$ cat config.mk
export PLATFORM = sky130hd
export DESIGN_NAME = instruction_fetch_flat
export DESIGN_NICKNAME = d
export VERILOG_FILES = /design/src/rtl/riscv_pkg.sv /design/src/rtl/instruction_fetch_if.sv /design/src/rtl/fetch_fifo.sv /design/src/rtl/instruction_fetch.sv /design/src/flat_wrapper.sv
export SDC_FILE = /design/constraint.sdc
export NUM_CORES = 1
export LEC_CHECK = 0
export ABC_AREA = 1
export CAP_MARGIN = 40
export CORE_MARGIN = 1
export CORE_UTILIZATION = 50
export DETAILED_ROUTE_END_ITERATION = 10
export GPL_TIMING_DRIVEN = 0
export PLACE_DENSITY_LB_ADDON = 0.3
export SLEW_MARGIN = 20
export SYNTH_ARGS = -nofsm -noshare
export SYNTH_HDL_FRONTEND = slang
export SYNTH_SLANG_ARGS = --single-unit
$ cat constraint.sdc
create_clock -name clk -period 5.85 [get_ports clk]
set_clock_uncertainty 0.2 [all_clocks]
set_input_delay 0.8775 -clock clk [delete_from_list [all_inputs] [get_ports clk]]
set_output_delay 0.8775 -clock clk [all_outputs]
set_load 0.02 [all_outputs]
$ cat src/rtl/riscv_pkg.sv
// rtl/riscv_pkg.sv - shared fetch-stage constants and FSM state encoding
package riscv_pkg;

    localparam int          XLEN             = 32;
    localparam logic [31:0] RESET_PC_DEFAULT = 32'h0000_0000;
    localparam logic [31:0] NOP_INSTR        = 32'h0000_0013;

    typedef enum logic [1:0] {
        IDLE      = 2'd0,
        REQ       = 2'd1,
        WAIT      = 2'd2,
        WAIT_DROP = 2'd3
    } fetch_state_e;

endpackage

$ cat src/rtl/instruction_fetch_if.sv
// rtl/instruction_fetch_if.sv - imem request/response, core issue and redirect channels
interface instruction_fetch_if #(parameter int XLEN = riscv_pkg::XLEN);

    logic            imem_req_valid;
    logic            imem_req_ready;
    logic [XLEN-1:0] imem_req_addr;
    logic            imem_rsp_valid;
    logic [31:0]     imem_rsp_data;
    logic            if_valid;
    logic            if_ready;
    logic [31:0]     if_instr;
    logic [XLEN-1:0] if_pc;
    logic            redirect_valid;
    logic [XLEN-1:0] redirect_pc;

    modport master (
        output imem_req_valid, imem_req_addr, if_valid, if_instr, if_pc,
        input  imem_req_ready, imem_rsp_valid, imem_rsp_data, if_ready,
               redirect_valid, redirect_pc
    );

    modport slave (
        input  imem_req_valid, imem_req_addr, if_valid, if_instr, if_pc,
        output imem_req_ready, imem_rsp_valid, imem_rsp_data, if_ready,
               redirect_valid, redirect_pc
    );

endinterface

$ cat src/rtl/fetch_fifo.sv
// rtl/fetch_fifo.sv - small synchronous FIFO holding {instr, pc} pairs with flush
module fetch_fifo #(
    parameter  int DEPTH = 2,
    parameter  int WIDTH = 64,
    localparam int PW    = $clog2(DEPTH),
    localparam int CW    = $clog2(DEPTH + 1)
) (
    input  logic             clk,
    input  logic             reset,
    input  logic             push_i,
    input  logic [WIDTH-1:0] push_data_i,
    input  logic             pop_i,
    input  logic             flush_i,
    output logic [CW-1:0]    count_o,
    output logic [WIDTH-1:0] head_o
);

    logic [WIDTH-1:0] mem_q [DEPTH];
    logic [PW-1:0]    wptr_q, rptr_q;
    logic [CW-1:0]    count_q;
    logic             empty, full, do_push, do_pop;

    assign empty   = (count_q == '0);
    assign full    = (count_q == CW'(DEPTH));
    assign do_pop  = pop_i && !empty;
    // A pop frees the slot being written, so push-while-full is legal when popping.
    assign do_push = push_i && (!full || do_pop);

    always_ff @(posedge clk or negedge reset) begin
        if (!reset) begin
            wptr_q  <= '0;
            rptr_q  <= '0;
            count_q <= '0;
        end else if (flush_i) begin
            wptr_q  <= '0;
            rptr_q  <= '0;
            count_q <= '0;
        end else begin
            if (do_push) wptr_q <= wptr_q + 1'b1;
            if (do_pop)  rptr_q <= rptr_q + 1'b1;
            count_q <= count_q + CW'(do_push) - CW'(do_pop);
        end
    end

    always_ff @(posedge clk) begin
        if (do_push && !flush_i) mem_q[wptr_q] <= push_data_i;
    end

    assign count_o = count_q;
    assign head_o  = empty ? '0 : mem_q[rptr_q];

endmodule

$ cat src/rtl/instruction_fetch.sv
// rtl/instruction_fetch.sv - PC owner and single-outstanding fetch FSM feeding the issue FIFO
module instruction_fetch #(
    parameter int              XLEN       = riscv_pkg::XLEN,
    parameter logic [XLEN-1:0] RESET_PC   = riscv_pkg::RESET_PC_DEFAULT,
    parameter int              FIFO_DEPTH = 2
) (
    input logic                  clk,
    input logic                  reset,
    instruction_fetch_if.master  bus
);
    import riscv_pkg::*;

    localparam int CW = $clog2(FIFO_DEPTH + 1);
    localparam int DW = 32 + XLEN;

    fetch_state_e    state_q, state_d;
    logic [XLEN-1:0] pc_q, pc_d;
    logic [XLEN-1:0] req_pc_q, req_pc_d;
    logic            push, pop, flush;
    logic [CW-1:0]   count, count_after_pop, count_after_push;
    logic [DW-1:0]   head;

    fetch_fifo #(.DEPTH(FIFO_DEPTH), .WIDTH(DW)) u_fifo (
        .clk        (clk),
        .reset      (reset),
        .push_i     (push),
        .push_data_i({bus.imem_rsp_data, req_pc_q}),
        .pop_i      (pop),
        .flush_i    (flush),
        .count_o    (count),
        .head_o     (head)
    );

    assign pop              = bus.if_valid && bus.if_ready;
    assign count_after_pop  = count - CW'(pop);
    assign count_after_push = count_after_pop + 1'b1;

    always_comb begin
        state_d  = state_q;
        pc_d     = pc_q;
        req_pc_d = req_pc_q;
        push     = 1'b0;
        flush    = 1'b0;
        if (bus.redirect_valid) begin
            // Any request already accepted by memory still owes a response; WAIT_DROP eats it.
            pc_d  = bus.redirect_pc & ~XLEN'(3);
            flush = 1'b1;
            unique case (state_q)
                REQ:             state_d = bus.imem_req_ready ? WAIT_DROP : REQ;
                WAIT, WAIT_DROP: state_d = bus.imem_rsp_valid ? REQ : WAIT_DROP;
                default:         state_d = REQ;
            endcase
        end else begin
            unique case (state_q)
                REQ: begin
                    if (bus.imem_req_ready) begin
                        req_pc_d = pc_q;
                        pc_d     = pc_q + XLEN'(4);
                        state_d  = WAIT;
                    end
                end
                WAIT: begin
                    if (bus.imem_rsp_valid) begin
                        push    = 1'b1;
                        state_d = (count_after_push < CW'(FIFO_DEPTH)) ? REQ : IDLE;
                    end
                end
                WAIT_DROP: begin
                    if (bus.imem_rsp_valid) state_d = REQ;
                end
                default: begin
                    if (count_after_pop < CW'(FIFO_DEPTH)) state_d = REQ;
                end
            endcase
        end
    end

    always_ff @(posedge clk or negedge reset) begin
        if (!reset) begin
            state_q  <= REQ;
            pc_q     <= RESET_PC & ~XLEN'(3);
            req_pc_q <= '0;
        end else begin
            state_q  <= state_d;
            pc_q     <= pc_d;
            req_pc_q <= req_pc_d;
        end
    end

    assign bus.imem_req_valid = reset && (state_q == REQ);
    assign bus.imem_req_addr  = pc_q;
    assign bus.if_valid       = (count != '0);
    assign bus.if_instr       = head[DW-1:XLEN];
    assign bus.if_pc          = head[XLEN-1:0];

endmodule

$ cat src/flat_wrapper.sv
// flat-port wrapper written by rule: the top's interface ports become plain ports
module instruction_fetch_flat import riscv_pkg::*;
#(
    parameter int              XLEN       = riscv_pkg::XLEN,
    parameter logic [XLEN-1:0] RESET_PC   = riscv_pkg::RESET_PC_DEFAULT,
    parameter int              FIFO_DEPTH = 2
)
  (clk, reset, bus_imem_req_valid, bus_imem_req_addr, bus_if_valid, bus_if_instr, bus_if_pc, bus_imem_req_ready, bus_imem_rsp_valid, bus_imem_rsp_data, bus_if_ready, bus_redirect_valid, bus_redirect_pc);
  instruction_fetch_if #(.XLEN(XLEN)) bus_i ();
  input logic clk;
  input logic reset;
  output wire logic [$bits(bus_i.imem_req_valid)-1:0] bus_imem_req_valid;
  output wire logic [$bits(bus_i.imem_req_addr)-1:0] bus_imem_req_addr;
  output wire logic [$bits(bus_i.if_valid)-1:0] bus_if_valid;
  output wire logic [$bits(bus_i.if_instr)-1:0] bus_if_instr;
  output wire logic [$bits(bus_i.if_pc)-1:0] bus_if_pc;
  input wire logic [$bits(bus_i.imem_req_ready)-1:0] bus_imem_req_ready;
  input wire logic [$bits(bus_i.imem_rsp_valid)-1:0] bus_imem_rsp_valid;
  input wire logic [$bits(bus_i.imem_rsp_data)-1:0] bus_imem_rsp_data;
  input wire logic [$bits(bus_i.if_ready)-1:0] bus_if_ready;
  input wire logic [$bits(bus_i.redirect_valid)-1:0] bus_redirect_valid;
  input wire logic [$bits(bus_i.redirect_pc)-1:0] bus_redirect_pc;
  assign bus_imem_req_valid = bus_i.imem_req_valid;
  assign bus_imem_req_addr = bus_i.imem_req_addr;
  assign bus_if_valid = bus_i.if_valid;
  assign bus_if_instr = bus_i.if_instr;
  assign bus_if_pc = bus_i.if_pc;
  assign bus_i.imem_req_ready = bus_imem_req_ready;
  assign bus_i.imem_rsp_valid = bus_imem_rsp_valid;
  assign bus_i.imem_rsp_data = bus_imem_rsp_data;
  assign bus_i.if_ready = bus_if_ready;
  assign bus_i.redirect_valid = bus_redirect_valid;
  assign bus_i.redirect_pc = bus_redirect_pc;
  instruction_fetch #(.XLEN(XLEN), .RESET_PC(RESET_PC), .FIFO_DEPTH(FIFO_DEPTH)) u_core (.clk(clk), .reset(reset), .bus(bus_i));
endmodule
==> flow_results.org, run 1 <==
** Global route
- Maximum number of pins on one net before global-route repair :: 36
- Global routing finished with a remaining overflow of 0.
- The number of antenna violations at the first check in global routing is 0.
- Global routing consumed, over all layers together, 24.6% of the routing resources.
- The first global-routing pass estimated 31.2 mm of wire.
- Number of global-route vias before repair :: 6339

** Setup path
- The endpoint identified for the worst register-to-register timing path is u_core.u_fifo.mem_q[0][33]$_DFFE_PP_.
- The number of buffers and inverters on the critical path is 3.
- On the critical path, the stage with the largest delay is an instance of clkdlybuf4s50_1.
- Delay-heaviest family, CP :: buffers and inverters
- CP max stage delay :: 570 ps
- Critical path class :: reg2out
- The critical path starts at u_core.u_fifo.count_o[1]$_DFF_PN0_.
- In this run the critical register-to-register path is launched from u_core.state_q[1]$_DFFE_PN0P_.
- For the worst flop-to-flop path, the logic depth is 5.
- In this run the worst path has a maximum fanout of 10.
- Worst setup path endpoint :: bus_if_pc[29]
- Critical path arrival :: 2540 ps
- The worst register-to-register path has a setup slack of 3650 ps.
- The signal on the critical path passes through nor2_1, buf_4, clkbuf_1, a21oi_1, clkdlybuf4s50_1.
- Data required time of the critical path :: 4770 ps
- Stages on the worst setup path :: 5
- Startpoint kind of the worst setup timing path :: flop
- Capturing element type of the critical path :: output port

** STA
- Final setup margin :: 2230 ps
- Worst slew margin relative to its limit :: 54.9%
- Derived from the worst setup path, the maximum achievable clock frequency is 0.276 GHz.
- Post-route clock period utilization :: 61.9%
- For the pin with the worst max-slew slack, the measured transition is 677 ps.
- Pins Over Slew Limit :: 0
- Tmin final :: 3620 ps
- Unrepaired setup endpoints after global routing :: false
- Count of endpoints failing hold in the final timing report :: 0
- Setup violations remaining at the end of the flow were counted as 0.

** Die
- Core Footprint :: 16000 sq um
- In this run the vertical extent of the chip is 131 um.
- # IOs :: 168
- The die covers 17100 sq um.
- Chip Width :: 131 um
- After floorplanning, the core was divided into 46 placement rows.
- For this configuration, the core starts out at a cell density of 51.7%.

** Power
- Max VDD drop :: 270 uV
- Summing internal, switching and leakage power gives 4.66 mW.
- Leakage power of the design :: 4.27 nW
- For this design the ratio of total power to cell area is 428 nW/um^2.

** Detailed routing
- Total DRC errors in the routed layout :: 0
- Length of routed wiring on met1 :: 8.33 mm
- Wire segments on met3 add up to 1.52 mm in the final route.
- For this run, the detailed router's first-pass iteration total came to 5.
- Wire segments on met2 add up to 9.53 mm in the final route.
- The routed design has 19.8 mm of wire.
- Total via count after detailed routing :: 6470
- The detail route stage leaves a number of antenna-violating nets equal to 0.
- The detailed router finished its first iteration with 406 violations.
- DR vias/cell :: 5.17
- WL per Instance :: 15.8 um
- Highest signal layer in the routed design :: met4

** CTS
- Total clock buffers created by CTS :: 17
- In this run the deepest clock path goes through 2 buffers.
- Library cell used as clock root buffer :: clkbuf_16
- Post-cts repair resize count :: 0
- After clock tree synthesis, the clock-pin slew on the worst setup and hold paths is 70 ps.
- Hold Buf Count CTS :: 0
- Clock latency reported for the late side of the worst-skew pair :: 420 ps
- TritonCTS built the clock tree.
- Number of setup buffers added after CTS :: 0
- Number of levels the H-tree was split into :: 4
- The clock drives 190 sinks.

** Placed design
- Global placement routability congestion :: 0.987
- During placement, the flow inserted port buffers numbering 161.
- Summed over all nets, the half-perimeter wirelength after detailed placement is 14.1 mm.
- Post-DP Area :: 10300 sq um
- Worst-case setup slack after placement :: 2540 ps

** Logic synthesis
- Multiplexer cells account for 0% of the synthesized area.
- Each instance of the synthesized netlist takes up on average 9.92 sq um.
- Xor/xnor cell area share of the yosys netlist :: 0.742%
- The biggest area contributor in the post-synthesis netlist is edfxtp_1.
- Post-synthesis adder-cell area fraction :: 0.605%
- Number of flops mapped to enable cells by yosys :: 124
- Syn. warnings :: 0
- In the post-synthesis netlist, the biggest area contributors are edfxtp_1 45%, dfrtp_1 20%, nand2_1 13%, a21oi_1 4.0%, nor2_1 2.7%.
- Gate count after technology mapping :: 833
- Sequential element share of the synthesized area :: 65.0%
- Distinct cell type count after synthesis :: 35
- Number of synthesized register bits :: 190
- By area, the combinational part of the netlist is dominated by simple AND/OR/NAND/NOR gates.
- The synthesized netlist devotes 21.2% of its cell area to simple gates.
- Synthesized-area fraction occupied by ao, oa, aoi and oai cells :: 7.67%
- Of all flip-flops after synthesis, the portion carrying an async set or reset was 34.7%.
- Post-synth top area share :: 45.0%
- Synth Flop Type :: edfxtp_1
- The synthesized netlist occupies a cell area of 8270 sq um.

** Finish
- In the final layout, the share of cells above drive strength 1 is 7.44%.
- The number of antenna diodes in the final layout is 0.
- Net count of the finished layout :: 1096
- The area growth from synthesis to layout is 31.7%.
- After routing the design area is 10900 sq um.

** Flow run
- The tool flagged a number of max-cap violations equal to 0.

** Outcome
- Result of the run :: finished, final reports clean

** Worst hold path
- Worst hold-check path type :: in2async
## layout by cell type (no fill, tap or decap), types with 2 or more instances in the layout
| master | instances |
|---|---|
| o21bai_1 | 2 |
| o221ai_1 | 3 |
| clkbuf_1 | 20 |
| clkbuf_16 | 17 |
| o21a_1 | 2 |
| dfrtp_1 | 65 |
| a21oi_1 | 66 |
| nor2_4 | 8 |
| ha_1 | 4 |
| xnor2_1 | 2 |
| edfxtp_1 | 124 |
| nand2_2 | 3 |
| inv_1 | 50 |
| conb_1 | 4 |
| nand3_1 | 42 |
| bufinv_16 | 3 |
| xor2_1 | 5 |
| buf_2 | 11 |
| nor2_1 | 57 |
| buf_4 | 6 |
| nor3_1 | 2 |
| nand3b_1 | 4 |
| inv_2 | 5 |
| o211ai_1 | 4 |
| o21ai_0 | 40 |
| inv_6 | 2 |
| buf_12 | 5 |
| buf_1 | 3 |
| clkinv_1 | 2 |
| clkinv_4 | 4 |
| clkdlybuf4s50_1 | 160 |
| nand2_1 | 284 |
| nand4_1 | 10 |
| nor2_2 | 5 |
## where the power goes
part           internal (mW)  total, mW  switching, mW
Combinational          0.648       1.62          0.969
Sequential              1.68       1.87          0.183
Clock                  0.686       1.17          0.487
## final cells by class
| type | count | area (sq um) |
|---|---|---|
| multi-input combinational | 553 | 2530 |
| tap | 216 | 270 |
| clock inverter | 13 | 163 |
| clock buffer | 19 | 443 |
| fill | 1263 | 5110 |
| sequential | 190 | 5380 |
| timing repair buffer | 167 | 1720 |
| inverter | 55 | 206 |
| buffer | 38 | 179 |
## state kept, by name, summed over array words and instances, names as in the netlist
name,count
u_core.bus.imem_req_addr,30
u_core.req_pc_q,30
u_core.state_q,2
u_core.u_fifo.count_o,2
u_core.u_fifo.mem_q,124
u_core.u_fifo.rptr_q,1
u_core.u_fifo.wptr_q,1
## cell usage after synthesis, types with 2 or more instances
| library cell | number |
|---|---|
| nand3_1 | 42 |
| nor2_1 | 59 |
| nand2_1 | 284 |
| clkbuf_1 | 19 |
| buf_1 | 3 |
| xor2_1 | 5 |
| o21a_1 | 2 |
| nor3_1 | 2 |
| o21bai_1 | 2 |
| nand4_1 | 10 |
| nand2_2 | 3 |
| buf_2 | 11 |
| a21oi_1 | 66 |
| inv_2 | 5 |
| o21ai_0 | 40 |
| edfxtp_1 | 124 |
| nand3b_1 | 4 |
| o211ai_1 | 4 |
| nor2_4 | 6 |
| o221ai_1 | 3 |
| inv_1 | 50 |
| nor2_2 | 5 |
| buf_4 | 4 |
| ha_1 | 4 |
| dfrtp_1 | 65 |
| xnor2_1 | 2 |
## cell families after synthesis
kind of cell,after synthesis
buffers and inverters,93
other,1
adders and majority gates,4
AOI/OAI and AO/OA,120
DFF,190
xor gates and xnor gates,7
and+or+nand+nor,418
## worst min-delay path by stage
stage	startpoint	to	slack, ps	cells after the start
after global routing	reset	u_core.state_q[1]$_DFFE_PN0P_	210	1
after floorplan	u_core.req_pc_q[10]$_DFFE_PN0P_	u_core.u_fifo.mem_q[0][10]$_DFFE_PP_	240	0
after CTS	reset	u_core.bus.imem_req_addr[4]$_DFFE_PN0N_	190	1
final	reset	u_core.state_q[1]$_DFFE_PN0P_	190	1
after detailed placement	u_core.req_pc_q[27]$_DFFE_PN0P_	u_core.u_fifo.mem_q[1][27]$_DFFE_PP_	260	0
after global placement	u_core.req_pc_q[11]$_DFFE_PN0P_	u_core.u_fifo.mem_q[0][11]$_DFFE_PP_	250	0
## per-stage QoR
step	TNS [ps]	utilization (%)	cells	hold WS, ps
floorplan	0	-	836	242
global route	0	68.0	1251	212
global placement	-93920	63.5	1213	248
detailed placement	0	64.2	1219	260
finish	0	68.0	1251	189
CTS	0	68.0	1251	190
## metal layers
layer,vias to the layer above,GRT usage [%]
met5,-,0
met4,0,9.87
met3,29,5.54
met2,261,40.9
met1,3027,31.2
li1,3153,-
Note: power is estimated with default switching activity, not from simulation.
==> inputs of run 2 (changes only) <==
CORE_UTILIZATION = 47   (was 50)
clock period = 3.1 ns   (was 5.85 ns; I/O delays follow)
==> run 2 against run 1 <==
Net effect:
- highest routed layer unchanged
- utilization is 4.7 points lower
- register-to-register slack got worse by 3000 ps
- routed wire length is 2.0% lower
- via count is 2.0% lower
- count of clock-buffer cells in the layout is 4 higher
- critical path depth unchanged
==> flow_results.org, run 2 (synthesized netlist as in run 1, its figures left out) <==
** Global route
- Number of global-route vias before repair :: 5854 (-7.7%)
- Initial antenna violation count :: 0 (unchanged)
- The wire length of the first global-routing pass came to 30.2 mm (-3.1%).
- The overall global routing resource usage was 22.3% (-2.3 points).
- The total congestion overflow came to 0 (unchanged).
- Maximum number of pins on one net before global-route repair :: 48 (+33%)

** STA
- Setup repair after global routing could not meet its margin everywhere.
- Worst slew margin relative to its limit :: 51.0% (-3.9 points)
- Count of final setup violators :: 0 (unchanged)
- Max Clk Rate :: 0.335 GHz
- Worst-Margin Slew :: 734 ps (+57.0 ps)
- Pins Over Slew Limit :: 0 (unchanged)
- Post-route clock period utilization :: 96.2%
- Count of endpoints failing hold in the final timing report :: 0 (unchanged)
- Tmin final :: 2980 ps
- Final setup margin :: 119 ps (-2110 ps)

** Finish
- Final core utilization :: 63.4% (-4.7 points)
- Net count of the finished layout :: 1096 (unchanged)
- Non-Filler Instances :: 1260 (+0.72%)
- Most frequent cells in the layout :: 284 x nand2_1, 160 x clkdlybuf4s50_1, 124 x edfxtp_1
- The number of diodes was 0 (unchanged).
- Largest register by flop count :: u_core.u_fifo.mem_q
- The library cell used most frequently in the layout, excluding fill and tap cells, is nand2_1.
- The share of post-route cells with drive strength above 1 was 8.70% (+1.3 points).
- The flip-flop count of the largest register after layout came to 124 (unchanged).
- The area growth from synthesis to layout is 32.1%.

** Setup path
- CP max stage delay :: 580 ps (about the same)
- The worst setup path is captured at an output port.
- Endpoint of the most critical register-to-register path :: u_core.u_fifo.mem_q[1][47]$_DFFE_PP_
- CP Cell Sequence :: nor2_2, buf_4, clkbuf_2, a21oi_1, clkdlybuf4s50_1
- Beginning of the critical path :: u_core.u_fifo.count_o[1]$_DFF_PN0_
- The count of buffering cells on the critical path with inverters included was 3 (unchanged).
- Delay-heaviest family, CP :: buffers and inverters
- Worst R2R Path Depth :: 5 (unchanged)
- Startpoint kind of the worst setup timing path :: flop
- By startpoint and endpoint, the worst setup path is classified as reg2out.
- Critical path arrival :: 2320 ps (-220 ps)
- Data required time of the critical path :: 2430 ps (-2340 ps)
- Cell type of the slowest stage on the worst timing path :: clkdlybuf4s50_1
- The register-to-register setup slack was 670 ps (-2980 ps).
- Maximum fanout along the worst path :: 17 (+7)
- The worst register-to-register path begins at u_core.state_q[1]$_DFFE_PN0P_.

** Detailed routing
- WL per Instance :: 15.4 um (-2.7%)
- First-iteration detailed-routing DRC count :: 360 (-11%)
- The count of unresolved DRC violations after routing was 0 (unchanged).
- Count of antenna-violating nets left after detailed routing :: 0 (unchanged)
- The total via count in the routed design is 6340 (-2.0%).
- Drt total wl :: 19.4 mm (-2.0%)
- Number of optimization iterations in the first detailed-route pass :: 4 (-1)
- The vias per cell is 5.03 (-2.7%).

** Die
- Core Footprint :: 17200 sq um (+7.7%)
- The total I/O pin count came to 168 (unchanged).
- The die height was 135 um (+3.1%).
- The effective utilization at floorplan came to 48.0% (-3.7 points).
- The die outline width is 135 um (+3.1%).
- The number of core rows came to 48 (+4.3%).
- The die area came to 18100 sq um (+6.3%).

** Power
- The worst vdd rail ir drop came to 433 uV (+60%).
- The power per cell area is 797 nW/um^2 (+86%).
- Overall Power :: 8.71 mW (+87%)
- The leakage power summed over all cells came to 4.31 nW (+0.94%).

** CTS
- The number of levels in the clock H-tree is 4 (unchanged).
- Total clock buffers created by CTS :: 17 (unchanged)
- The tree is rooted in a clkbuf_16.
- Clock slew at the register clock pins of the worst setup and hold paths :: 70 ps (about the same)
- The post-CTS setup repair buffer count is 0 (unchanged).
- TritonCTS built the clock tree.
- The worst-case clock buffer depth was 2 (unchanged).
- Clock latency reported for the late side of the worst-skew pair :: 420 ps (about the same)
- Clock net sink count :: 190 (unchanged)

** Placed design
- The cell count after placement came to 1228 (+0.74%).
- The last weighted congestion value of the routability-driven placer was 0.969 (-1.8%).
- The half-perimeter wire length after detailed placement is 13.9 mm (-1.1%).
- Input/output buffers :: 161 (unchanged)
- Worst-case setup slack after placement :: -27.3 ps (-2570 ps)

** Worst hold path
- The worst hold path belongs to the class in2async.

** Outcome
- The flow ran to the end, and the final reports show no timing, DRC or antenna violations.

** Flow run
- The number of max-cap violations was 0 (unchanged).
run 2: cell count changes in the layout (fill, tap and decap cells not counted), sizes merged:
cell,change
clkinv,-2
dlygate4sd3,+1
clkinvlp,+1
bufinv,-1
clkbuf,+4
buf,-1
inv,-2
run 2: cell type report:
| cell class | instances | area (sq um) |
|---|---|---|
| inverter | 55 | 206 |
| clock inverter | 9 | 111 |
| tap | 225 | 282 |
| buffer | 37 | 191 |
| fill | 1430 | 6310 |
| timing repair buffer | 168 | 1740 |
| sequential | 190 | 5380 |
| multi-input combinational | 553 | 2530 |
| clock buffer | 23 | 479 |
run 2: routing by layer:
metal	vias to the layer above	routed length [um]	global-route usage [%]	part of all wire, %
met3	24	1070	3.15	5.5
met4	0	361	8.05	1.9
li1	3154	-	-	-
met5	-	0	0	0
met2	208	9350	36.5	48
met1	2954	8630	30.4	44
run 2: timing repair:
item	4_1_cts	5_1_grt
endpoints found under the hold margin	19	0
gates resized for setup	7	12
setup endpoints to repair	51	53
hold buffers	1	0
run 2: power breakdown:
| group | switching, mW | internal, mW | total (mW) |
|---|---|---|---|
| Clock | 0.887 | 1.26 | 2.15 |
| Combinational | 1.80 | 1.24 | 3.04 |
| Sequential | 0.344 | 3.18 | 3.52 |
| Total | 3.03 | 5.68 | 8.71 |
run 2: how the worst max path moves through the flow:
stage	to	slack, ps	depth (start not counted)
after floorplan	u_core.u_fifo.mem_q[0][10]$_DFFE_PP_	-50	3
after global placement	u_core.u_fifo.mem_q[1][40]$_DFFE_PP_	-1650	4
after detailed placement	u_core.u_fifo.mem_q[1][40]$_DFFE_PP_	-30	5
after CTS	bus_if_instr[6]	5	5
after global routing	bus_if_pc[20]	-20	5
final	bus_if_pc[20]	120	5
run 2: metrics by stage:
stage,hold WS [ps],setup TNS (ps),instance area (sq um)
4_1_cts,266,0,10900
6_report,271,0,10900
2_1_floorplan,-30.6,-6190,8280
3_5_place_dp,181,-648,10300
3_3_place_gp,251,-262300,10200
5_1_grt,289,-47.1,10900
